[src/rtl/freq_div_ctrl_pkg.sv]
// Shared definitions for the programmable frequency-divider controller.
package freq_div_ctrl_pkg;

  localparam int CNT_W   = 8;
  localparam int BURST_W = 8;

  typedef enum logic [1:0] {
    S_IDLE  = 2'd0,
    S_ARMED = 2'd1,
    S_RUN   = 2'd2,
    S_DONE  = 2'd3
  } state_e;

  // Out of reset the divider runs at its slowest ratio (all ones, 255 for 8 bits).
  function automatic logic [CNT_W-1:0] div_rst_val();
    return {CNT_W{1'b1}};
  endfunction

endpackage

[src/rtl/freq_div_ctrl_if.sv]
// Config handshake, run control and tick outputs of the divider controller.
interface freq_div_ctrl_if #(
  parameter int CNT_W   = freq_div_ctrl_pkg::CNT_W,
  parameter int BURST_W = freq_div_ctrl_pkg::BURST_W
);
  logic               cfg_valid;
  logic               cfg_ready;
  logic [CNT_W-1:0]   cfg_div;
  logic [BURST_W-1:0] cfg_burst;
  logic               start;
  logic               stop;
  logic               tick;
  logic               clk_out;
  logic               busy;
  logic               done;
  logic [CNT_W-1:0]   cnt;

  modport master (
    output cfg_valid, cfg_div, cfg_burst, start, stop,
    input  cfg_ready, tick, clk_out, busy, done, cnt
  );

  modport slave (
    input  cfg_valid, cfg_div, cfg_burst, start, stop,
    output cfg_ready, tick, clk_out, busy, done, cnt
  );
endinterface

[src/rtl/freq_div_ctrl_div_counter.sv]
// Wrap counter: counts 0..term_i while enabled, flags the terminal cycle.
module div_counter
  import freq_div_ctrl_pkg::*;
#(
  parameter int W = CNT_W
) (
  input  logic         clk,
  input  logic         rst,
  input  logic         en_i,
  input  logic         clr_i,
  input  logic [W-1:0] term_i,
  output logic         wrap_o,
  output logic [W-1:0] cnt_o
);

  logic [W-1:0] cnt_q, cnt_d;

  assign wrap_o = en_i && (cnt_q == term_i);
  assign cnt_o  = cnt_q;

  always_comb begin
    cnt_d = cnt_q;
    if (clr_i)     cnt_d = '0;
    else if (en_i) cnt_d = wrap_o ? '0 : cnt_q + 1'b1;
  end

  always_ff @(posedge clk or negedge rst) begin
    if (!rst) cnt_q <= '0;
    else      cnt_q <= cnt_d;
  end

endmodule

[src/rtl/freq_div_ctrl.sv]
// Divider controller: config capture, IDLE/ARMED/RUN/DONE sequencing, burst
// counting and registered tick / clk_out / done outputs.
module freq_div_ctrl
  import freq_div_ctrl_pkg::*;
#(
  parameter int CNT_W   = freq_div_ctrl_pkg::CNT_W,
  parameter int BURST_W = freq_div_ctrl_pkg::BURST_W
) (
  input  logic           clk,
  input  logic           rst,
  freq_div_ctrl_if.slave dif
);

  state_e             state_q;
  logic [CNT_W-1:0]   div_q;
  logic [BURST_W-1:0] burst_q, tick_cnt_q, tick_cnt_d;
  logic               tick_q, clk_out_q, done_q;
  logic               hs, run, wrap, last;
  logic [CNT_W-1:0]   cnt;

  assign run        = (state_q == S_RUN);
  assign hs         = dif.cfg_valid && dif.cfg_ready;
  assign tick_cnt_d = tick_cnt_q + 1'b1;
  assign last       = (burst_q != '0) && (tick_cnt_d == burst_q);

  // Counter is held at zero outside RUN and on the stop edge.
  div_counter #(.W(CNT_W)) u_cnt (
    .clk    (clk),
    .rst    (rst),
    .en_i   (run),
    .clr_i  (!run || dif.stop),
    .term_i (div_q),
    .wrap_o (wrap),
    .cnt_o  (cnt)
  );

  always_ff @(posedge clk or negedge rst) begin
    if (!rst) begin
      state_q    <= S_IDLE;
      div_q      <= div_rst_val();
      burst_q    <= '0;
      tick_cnt_q <= '0;
      tick_q     <= 1'b0;
      clk_out_q  <= 1'b0;
      done_q     <= 1'b0;
    end else begin
      tick_q <= 1'b0;
      done_q <= 1'b0;
      // Config lands on the same edge as a start, so the run sees it at once.
      if (hs) begin
        div_q   <= dif.cfg_div;
        burst_q <= dif.cfg_burst;
      end
      case (state_q)
        S_IDLE: if (hs) state_q <= S_ARMED;
        S_ARMED: begin
          if (dif.start) begin
            state_q    <= S_RUN;
            tick_cnt_q <= '0;
            clk_out_q  <= 1'b0;
          end
        end
        S_RUN: begin
          if (dif.stop) begin
            state_q   <= S_ARMED;
            clk_out_q <= 1'b0;
          end else if (wrap) begin
            tick_q     <= 1'b1;
            clk_out_q  <= ~clk_out_q;
            tick_cnt_q <= tick_cnt_d;
            if (last) state_q <= S_DONE;
          end
        end
        S_DONE: begin
          state_q   <= S_ARMED;
          done_q    <= 1'b1;
          clk_out_q <= 1'b0;
        end
        default: state_q <= S_IDLE;
      endcase
    end
  end

  assign dif.cfg_ready = (state_q == S_IDLE) || (state_q == S_ARMED);
  assign dif.busy      = run;
  assign dif.tick      = tick_q;
  assign dif.clk_out   = clk_out_q;
  assign dif.done      = done_q;
  assign dif.cnt       = cnt;

endmodule

[src/flat_wrapper.sv]
// flat-port wrapper written by rule: the top's interface ports become plain ports
module freq_div_ctrl_flat import freq_div_ctrl_pkg::*;
#(
  parameter int CNT_W   = freq_div_ctrl_pkg::CNT_W,
  parameter int BURST_W = freq_div_ctrl_pkg::BURST_W
)
  (clk, rst, dif_cfg_valid, dif_cfg_div, dif_cfg_burst, dif_start, dif_stop, dif_cfg_ready, dif_tick, dif_clk_out, dif_busy, dif_done, dif_cnt);
  freq_div_ctrl_if #(.CNT_W(CNT_W), .BURST_W(BURST_W)) dif_i ();
  input  logic clk;
  input  logic rst;
  input wire logic [$bits(dif_i.cfg_valid)-1:0] dif_cfg_valid;
  input wire logic [$bits(dif_i.cfg_div)-1:0] dif_cfg_div;
  input wire logic [$bits(dif_i.cfg_burst)-1:0] dif_cfg_burst;
  input wire logic [$bits(dif_i.start)-1:0] dif_start;
  input wire logic [$bits(dif_i.stop)-1:0] dif_stop;
  output wire logic [$bits(dif_i.cfg_ready)-1:0] dif_cfg_ready;
  output wire logic [$bits(dif_i.tick)-1:0] dif_tick;
  output wire logic [$bits(dif_i.clk_out)-1:0] dif_clk_out;
  output wire logic [$bits(dif_i.busy)-1:0] dif_busy;
  output wire logic [$bits(dif_i.done)-1:0] dif_done;
  output wire logic [$bits(dif_i.cnt)-1:0] dif_cnt;
  assign dif_i.cfg_valid = dif_cfg_valid;
  assign dif_i.cfg_div = dif_cfg_div;
  assign dif_i.cfg_burst = dif_cfg_burst;
  assign dif_i.start = dif_start;
  assign dif_i.stop = dif_stop;
  assign dif_cfg_ready = dif_i.cfg_ready;
  assign dif_tick = dif_i.tick;
  assign dif_clk_out = dif_i.clk_out;
  assign dif_busy = dif_i.busy;
  assign dif_done = dif_i.done;
  assign dif_cnt = dif_i.cnt;
  freq_div_ctrl #(.CNT_W(CNT_W), .BURST_W(BURST_W)) u_core (.clk(clk), .rst(rst), .dif(dif_i));
endmodule
[config.mk]
export PLATFORM = sky130hd
export DESIGN_NAME = freq_div_ctrl_flat
export DESIGN_NICKNAME = d
export VERILOG_FILES = /design/src/rtl/freq_div_ctrl_pkg.sv /design/src/rtl/freq_div_ctrl_if.sv /design/src/rtl/freq_div_ctrl_div_counter.sv /design/src/rtl/freq_div_ctrl.sv /design/src/flat_wrapper.sv
export SDC_FILE = /design/constraint.sdc
export NUM_CORES = 1
export LEC_CHECK = 0
export BUFFER_PORTS_ARGS = -buffer_cell sky130_fd_sc_hd__buf_2
export CAP_MARGIN = 20
export CORE_UTILIZATION = 35
export CTS_CLUSTER_SIZE = 16
export DETAILED_ROUTE_END_ITERATION = 16
export GPL_TIMING_DRIVEN = 0
export SYNTH_ARGS = -nofsm -noshare
export SYNTH_HDL_FRONTEND = slang
export SYNTH_SLANG_ARGS = --single-unit
[constraint.sdc]
create_clock -name clk -period 2.3 [get_ports clk]
set_clock_uncertainty 0.15 [all_clocks]
set_input_delay 0.23 -clock clk [delete_from_list [all_inputs] [get_ports clk]]
set_output_delay 0.23 -clock clk [all_outputs]
set_load 0.01 [all_outputs]
---- Word level (Yosys, flattened, before mapping) ----
Cells that the tools add are included.
word-level totals
  latch bits .............................. 0
  memories ................................ 0
  bits in writable memories ............... 0
  input bits .............................. 21
  flip-flop bits (word level) ............. 37
  output and inout bits ................... 13
  memory bits (read-only) ................. 0
operators by class
  reduce and logical (&&, ||, !) cells .... 14
  bitwise operators ....................... 1
  multipliers ............................. 0
  equal/unequal tests ..................... 11
  muxes and demuxes ....................... 21
  $add $sub $neg .......................... 2
  div/mod/pow operators ................... 0
  shift-type cells ........................ 0
  order comparisons ....................... 0
operator list
  kind                                                  count
  2-to-1 mux 8 bit                                      6
  adder 8 x 1 -> 8 bit (second input constant)          2
  equality test 8 bit                                   2
  one-hot mux 8 bit (2 select lines)                    1
  2-to-1 mux 2 bit                                      5
  one-hot mux 2 bit (4 select lines)                    1
  AND reduction 4 bit                                   2
  nonzero test 8 bit                                    1
  2-to-1 mux 1 bit                                      7
  != test 2 bit (second input constant)                 3
  != test 3 bit (second input constant)                 2
  equality test 2 bit (second input constant)           2
  nonzero test 2 bit                                    2
  logical AND 1 bit                                     3
  one-hot mux 1 bit (3 select lines)                    1
  AND reduction 3 bit                                   1
  nonzero test 3 bit                                    1
  equality test 2 x 1 -> 1 bit (second input constant)  1
  zero test 2 bit                                       1
  logical OR 1 bit                                      2
  != test 2 x 1 -> 1 bit (second input constant)        1
  zero test 1 bit                                       1
  NOT 1 bit                                             1

---- Longest topological paths before layout ----
  word-level depth ........................ 7
  mapped depth ............................ 9
  depth with buffers taken out ............ 8

---- Hierarchy ----
Synthesis repeated with hierarchy kept, for this count alone.
second synthesis, totals
  cells, all modules ...................... 196
  area, all modules ....................... 2100.8 sq um
by module, submodules not included
  module         cells each  times used  area an instance (sq um)  sequential area each (sq um)
  freq_div_ctrl  145         1           1577.8                    735.7
  div_counter    51          1           523.0                     200.2

---- Worst setup path before layout ----
No wires, ideal clock.
  path type ............................... reg-to-reg
  from .................................... register u_core.state_q[0]
  to ...................................... register u_core.tick_cnt_q[4]
  data arrival time ....................... 2.250 ns
  clock period less this slack ............ 2.469 ns
  stages on the path, launching flop included .. 10
  setup slack ............................. -0.169 ns
  cell sequence ........................... dfrtp_1 inv_1 ha_1 inv_1 nor2_1 nand3_2 a21o_1 buf_6 or4b_1 nand3_1
on the way
  word-level cells in the longest chain between the ends .. 4
RTL lines
  item                                  RTL line                         RTL
  start: declaration                    freq_div_ctrl.sv:14              state_e state_q;
  start signal: assignment              freq_div_ctrl.sv:39              state_q <= S_IDLE;
  start signal: assignment              freq_div_ctrl.sv:55              S_IDLE: if (hs) state_q <= S_ARMED;
  start signal: assignment              freq_div_ctrl.sv:58              state_q <= S_RUN;
  equality test 2 bit (*)               freq_div_ctrl.sv:21              assign run = (state_q == S_RUN);
  net dif_busy                          flat_wrapper.sv:19               output wire logic [$bits(dif_i.busy)-1:0] dif_busy;
  logical AND 1 bit                     freq_div_ctrl_div_counter.sv:18  assign wrap_o = en_i && (cnt_q == term_i);
  != test 2 bit (no source line)        -
  AND reduction 4 bit (no source line)  -
  end signal: assignment                freq_div_ctrl.sv:70              tick_cnt_q <= tick_cnt_d;
  end: declaration                      freq_div_ctrl.sv:16              logic [BURST_W-1:0] burst_q, tick_cnt_q, tick_cnt_d;
Mark *: on every way through the listed nets, which the timed path passes. The rest lies on a longest branch.
A chain may end at the register's enable or synchronous reset.

---- Final worst setup path ----
  from .................................... register u_core.div_q[7]
  to ...................................... register u_core.tick_cnt_q[4]
on the way
  word-level cells in the longest chain between the ends .. 4
RTL lines
  item                                  RTL line                         RTL
  start: declaration                    freq_div_ctrl.sv:15              logic [CNT_W-1:0] div_q;
  start signal: assignment              freq_div_ctrl.sv:40              div_q <= div_rst_val();
  start signal: assignment              freq_div_ctrl.sv:51              div_q <= dif.cfg_div;
  equality test 8 bit                   freq_div_ctrl_div_counter.sv:18
  logical AND 1 bit                     freq_div_ctrl_div_counter.sv:18
  != test 2 bit (no source line)        -
  AND reduction 4 bit (no source line)  -
No other way between the ends.

==> impl_results.rst <==
.. list-table::
   :header-rows: 1

   * - Metric
     - Value
   * - Outcome
     - finished clean
   * - Largest net degree at the start of global routing
     - 38
   * - Worst slack at placement
     - -0.309 ns
   * - Share of flip-flops with an asynchronous set or reset
     - 1.00
   * - Sequential cell area
     - 942 um2
   * - Post-route total power
     - approximately 2800 uW
   * - Register area share after synthesis
     - 0.450
   * - GRT Residual Overflow
     - 0
   * - Max Slew Vio Count
     - 0
   * - Area grow syn2layout
     - 29.0%
   * - Time the worst path needs with I/O delays and setup
     - 2.29 ns
   * - Met3 usage
     - 0.0287
   * - Library cells used by synthesis
     - 44
   * - Clock Power Share
     - 0.215
   * - Via count of the first global-routing pass
     - 1538
   * - FF-to-FF path depth
     - 7
   * - Post-synthesis cell count
     - 199
   * - Post-synthesis instance area
     - between 2000 and 2500 um2
   * - RSZ-0062 raised after global routing
     - true
   * - Fraction of layout cells with a size suffix above 1
     - 0.436
   * - Antenna violations before repair
     - 0
   * - Critical path arrival
     - about 2.4 ns
   * - Final std cell area, no fill
     - approximately 2700 um2
   * - Number of buffers added on ports
     - 33
   * - Worst reg2reg startpoint
     - u_core.div_q[7]
   * - Endpoint kind of the worst setup timing path
     - flop
   * - Width of the die
     - around 79 um
   * - DR vias/cell
     - 5.09
   * - Hold path cells
     - 2
   * - Inserted Diodes
     - 0
   * - Avg Cell Area, Syn
     - roughly 10 um2
   * - Total clock buffers created by CTS
     - 5
   * - Count of standard-cell rows
     - 27
   * - Final setup slack of the worst path
     - 0.00976 ns
   * - Routing usage on met2
     - 0.233
   * - Fraction of post-synthesis cell area in the top cell type by area
     - 0.349
   * - Post-detailed-placement cell area
     - 2350 um2
   * - Nets
     - 278
   * - Number of vias after detailed routing
     - around 1600
   * - Total length of routed wires
     - 4.63 mm
   * - Multi-input combinational cell area
     - roughly 1200 um2
   * - Commonest cells in the synthesized netlist
     - sky130_fd_sc_hd__dfrtp_1, sky130_fd_sc_hd__nor2_1, sky130_fd_sc_hd__mux2_2, sky130_fd_sc_hd__nand2_1, sky130_fd_sc_hd__xor2_1
   * - Die height
     - 79.1 um
   * - Global-route usage over all layers
     - 0.156
   * - Share of the cycle needed by the critical path after routing
     - 0.996
   * - Number of top-level pins
     - 34
   * - CTS tree
     - yes
   * - DRC violations left
     - 0
   * - R2R Path End
     - u_core.tick_cnt_q[4]
   * - Cells taking the most area after synthesis
     - sky130_fd_sc_hd__dfrtp_1, sky130_fd_sc_hd__dfstp_2, sky130_fd_sc_hd__mux2_2
   * - Internal power component
     - between 1500 and 2000 uW
   * - Final Hold Fails
     - 0
   * - DIE AREA
     - 6260 um2
   * - Critical Setup Path Class
     - reg2reg
   * - Synthesis-stage register bit count
     - 37
   * - Peak supply drop
     - 0.554 mV
   * - Number of clock sinks
     - 37
   * - Most used routing layer in global routing
     - met2
   * - Number of iterations in the first detailed-routing pass
     - 4
   * - GR Layer Usage met1
     - 0.224
   * - Data required time at the worst endpoint
     - 2.38 ns
   * - End of the worst hold path
     - u_core.div_q[4]
   * - Number of H-tree branching levels
     - 2
   * - Fraction of power spent switching nets
     - 0.348
   * - Most frequent cell after synthesis
     - sky130_fd_sc_hd__dfrtp_1
   * - Largest fanout of any net on the critical path
     - 5
   * - Pwr Density
     - 1030 nW/um2
   * - DRT antenna net count
     - 0
   * - Clock Tree Root
     - sky130_fd_sc_hd__clkbuf_8
   * - Standard cell core area
     - 5610 um2
   * - Max Freq
     - 437 MHz
   * - DPL Wire Length
     - 3.06 mm
   * - Synthesis warning total
     - 0
   * - Hold WC Path Type
     - in2reg
   * - Count of max-cap constraint violations
     - 0
   * - Clock tree buffer depth
     - 2
   * - Remaining max-slew budget at the tightest pin
     - 0.422
   * - Transition time at the pin with the least slew margin
     - ~0.87 ns
   * - Clock transition at the registers of the reported paths
     - 0.08 ns
   * - Effective utilization at floorplan
     - 0.371
   * - Post-synth EDFFs
     - 0
   * - Post-Syn Nets
     - 228
   * - Insertion delay of the later-clocked pin in the worst-skew pair
     - 0.29 ns
   * - Minimum setup slack among reg-to-reg paths
     - 0.01 ns
   * - Combinational group share of total power
     - 0.397
   * - Proportion of power drawn by flip-flops and latches
     - 0.387
   * - NetSw
     - 965 uW
   * - Launch point of the worst hold path
     - dif_cfg_div[4]
   * - TNS Setup
     - 0 ns
   * - Number of fill cells in the layout
     - 548
   * - Number of endpoints failing setup at the final stage
     - 0
   * - Wire per inst
     - 14.4 um
   * - Drt initial violations
     - just over 60
   * - Crit path launch type
     - flop
   * - Top FF cell, synth
     - sky130_fd_sc_hd__dfrtp_1
   * - LEAKAGE
     - about 0.0012 uW
   * - Wire length of the first global-routing pass
     - around 7.5 mm
   * - Library cell with the largest summed area after synthesis
     - sky130_fd_sc_hd__dfrtp_1
   * - Placer congestion estimate
     - 0.841
==> sequential cells by signal (all words and copies together) (netlist names) <==
name                count
u_core.burst_q          8
u_core.div_q            8
u_core.tick_cnt_q       8
u_core.u_cnt.cnt_o      8
u_core.state_q          2
u_core.dif.clk_out      1
u_core.dif.done         1
u_core.dif.tick         1
==> cells in the final DEF (no fill, tap or decap), types with 2 or more instances in the layout <==
cell,instances
sky130_fd_sc_hd__ha_1,6
sky130_fd_sc_hd__buf_2,33
sky130_fd_sc_hd__ha_4,2
sky130_fd_sc_hd__or3_1,2
sky130_fd_sc_hd__xnor2_1,5
sky130_fd_sc_hd__nand4b_1,2
sky130_fd_sc_hd__and3_1,2
sky130_fd_sc_hd__dfstp_2,8
sky130_fd_sc_hd__o221ai_1,4
sky130_fd_sc_hd__dfrtp_1,24
sky130_fd_sc_hd__mux2_2,16
sky130_fd_sc_hd__nand2_1,15
sky130_fd_sc_hd__xor2_2,5
sky130_fd_sc_hd__clkbuf_8,6
sky130_fd_sc_hd__nor2_1,15
sky130_fd_sc_hd__nand3_1,10
sky130_fd_sc_hd__mux2i_1,5
sky130_fd_sc_hd__nor2b_1,5
sky130_fd_sc_hd__nor4_4,2
sky130_fd_sc_hd__o21ai_0,6
sky130_fd_sc_hd__dfrtp_2,5
sky130_fd_sc_hd__nand3_2,2
sky130_fd_sc_hd__nor3_1,4
sky130_fd_sc_hd__or2_2,2
sky130_fd_sc_hd__xor2_1,10
sky130_fd_sc_hd__clkbuf_2,3
sky130_fd_sc_hd__buf_4,11
sky130_fd_sc_hd__a21oi_1,3
sky130_fd_sc_hd__clkbuf_1,2
sky130_fd_sc_hd__inv_1,6
==> what timing repair did <==
| item | in CTS | in global routing |
|---|---|---|
| setup endpoints to repair | 14 | 3 |
| pin swaps | 3 | 9 |
| hold buffers | 1 | 0 |
| resized for setup | 15 | 18 |
| endpoints found under the hold margin | 29 | 0 |
| setup buffers | 4 | 6 |
==> critical path: stages (launching register included) <==
cell and delay [ns]:
sky130_fd_sc_hd__dfstp_2 0.54, sky130_fd_sc_hd__xor2_1 0.09, sky130_fd_sc_hd__nor4_4 0.43, sky130_fd_sc_hd__nand3_4 0.13, sky130_fd_sc_hd__a21o_1 0.22, sky130_fd_sc_hd__buf_6 0.13
sky130_fd_sc_hd__or4b_4 0.48, sky130_fd_sc_hd__nand3_2 0.07
==> cell families after synthesis <==
group,Yosys count,synth area share
and+or+nand+nor,72,0.183
AOI/OAI and AO/OA,26,0.0920
DFF,37,0.450
muxes,21,0.111
adders and majority gates,8,0.0481
buffers and inverters,15,0.0331
xor gates and xnor gates,20,0.0841
==> how the worst max path moves through the flow <==
stage,start,cells past startpoint,endpoint
after floorplan,u_core.state_q[0],9,u_core.tick_cnt_q[4]
after global routing,u_core.div_q[6],7,u_core.tick_cnt_q[4]
after CTS,u_core.u_cnt.cnt_o[2],7,u_core.tick_cnt_q[4]
final,u_core.div_q[7],7,u_core.tick_cnt_q[4]
after detailed placement,u_core.state_q[1],6,u_core.burst_q[1]
after global placement,u_core.state_q[1],6,u_core.burst_q[2]
==> layout make-up <==
type,instances,share of cell area
plain buffers,6,0.0140
clock buffers,7,0.0322
clock inverters,1,0.0112
inverters,8,0.0135
multi-input cells,147,0.452
flip-flops and latches,37,0.351
well taps,72,0.0336
repair buffers,44,0.0932
==> routing by layer <==
layer | routed length (um) | share of wire
met5 | 0 | 0
met4 | 52 | 0.011
met3 | 107 | 0.023
met2 | 2110 | 0.46
met1 | 2360 | 0.51
==> stage by stage <==
stage | cells | hold WS, ns | util
6_report | 322 | 0.0124 | 0.479
5_1_grt | 322 | 0.00455 | 0.479
4_1_cts | 316 | 0.00661 | 0.457
3_5_place_dp | 304 | 0.254 | 0.419
3_3_place_gp | 304 | 0.248 | 0.419
2_1_floorplan | 199 | -0.216 | -
==> power groups by stage <==
stage	Combinational, uW	Clock (uW)	Sequential, uW
floorplan	672	0	1020
global placement	868	0	1060
detailed placement	882	0	1060
CTS	993	614	1040
global route	1200	637	1100
finish	1100	596	1070
Note: power is estimated with default switching activity, not from simulation.
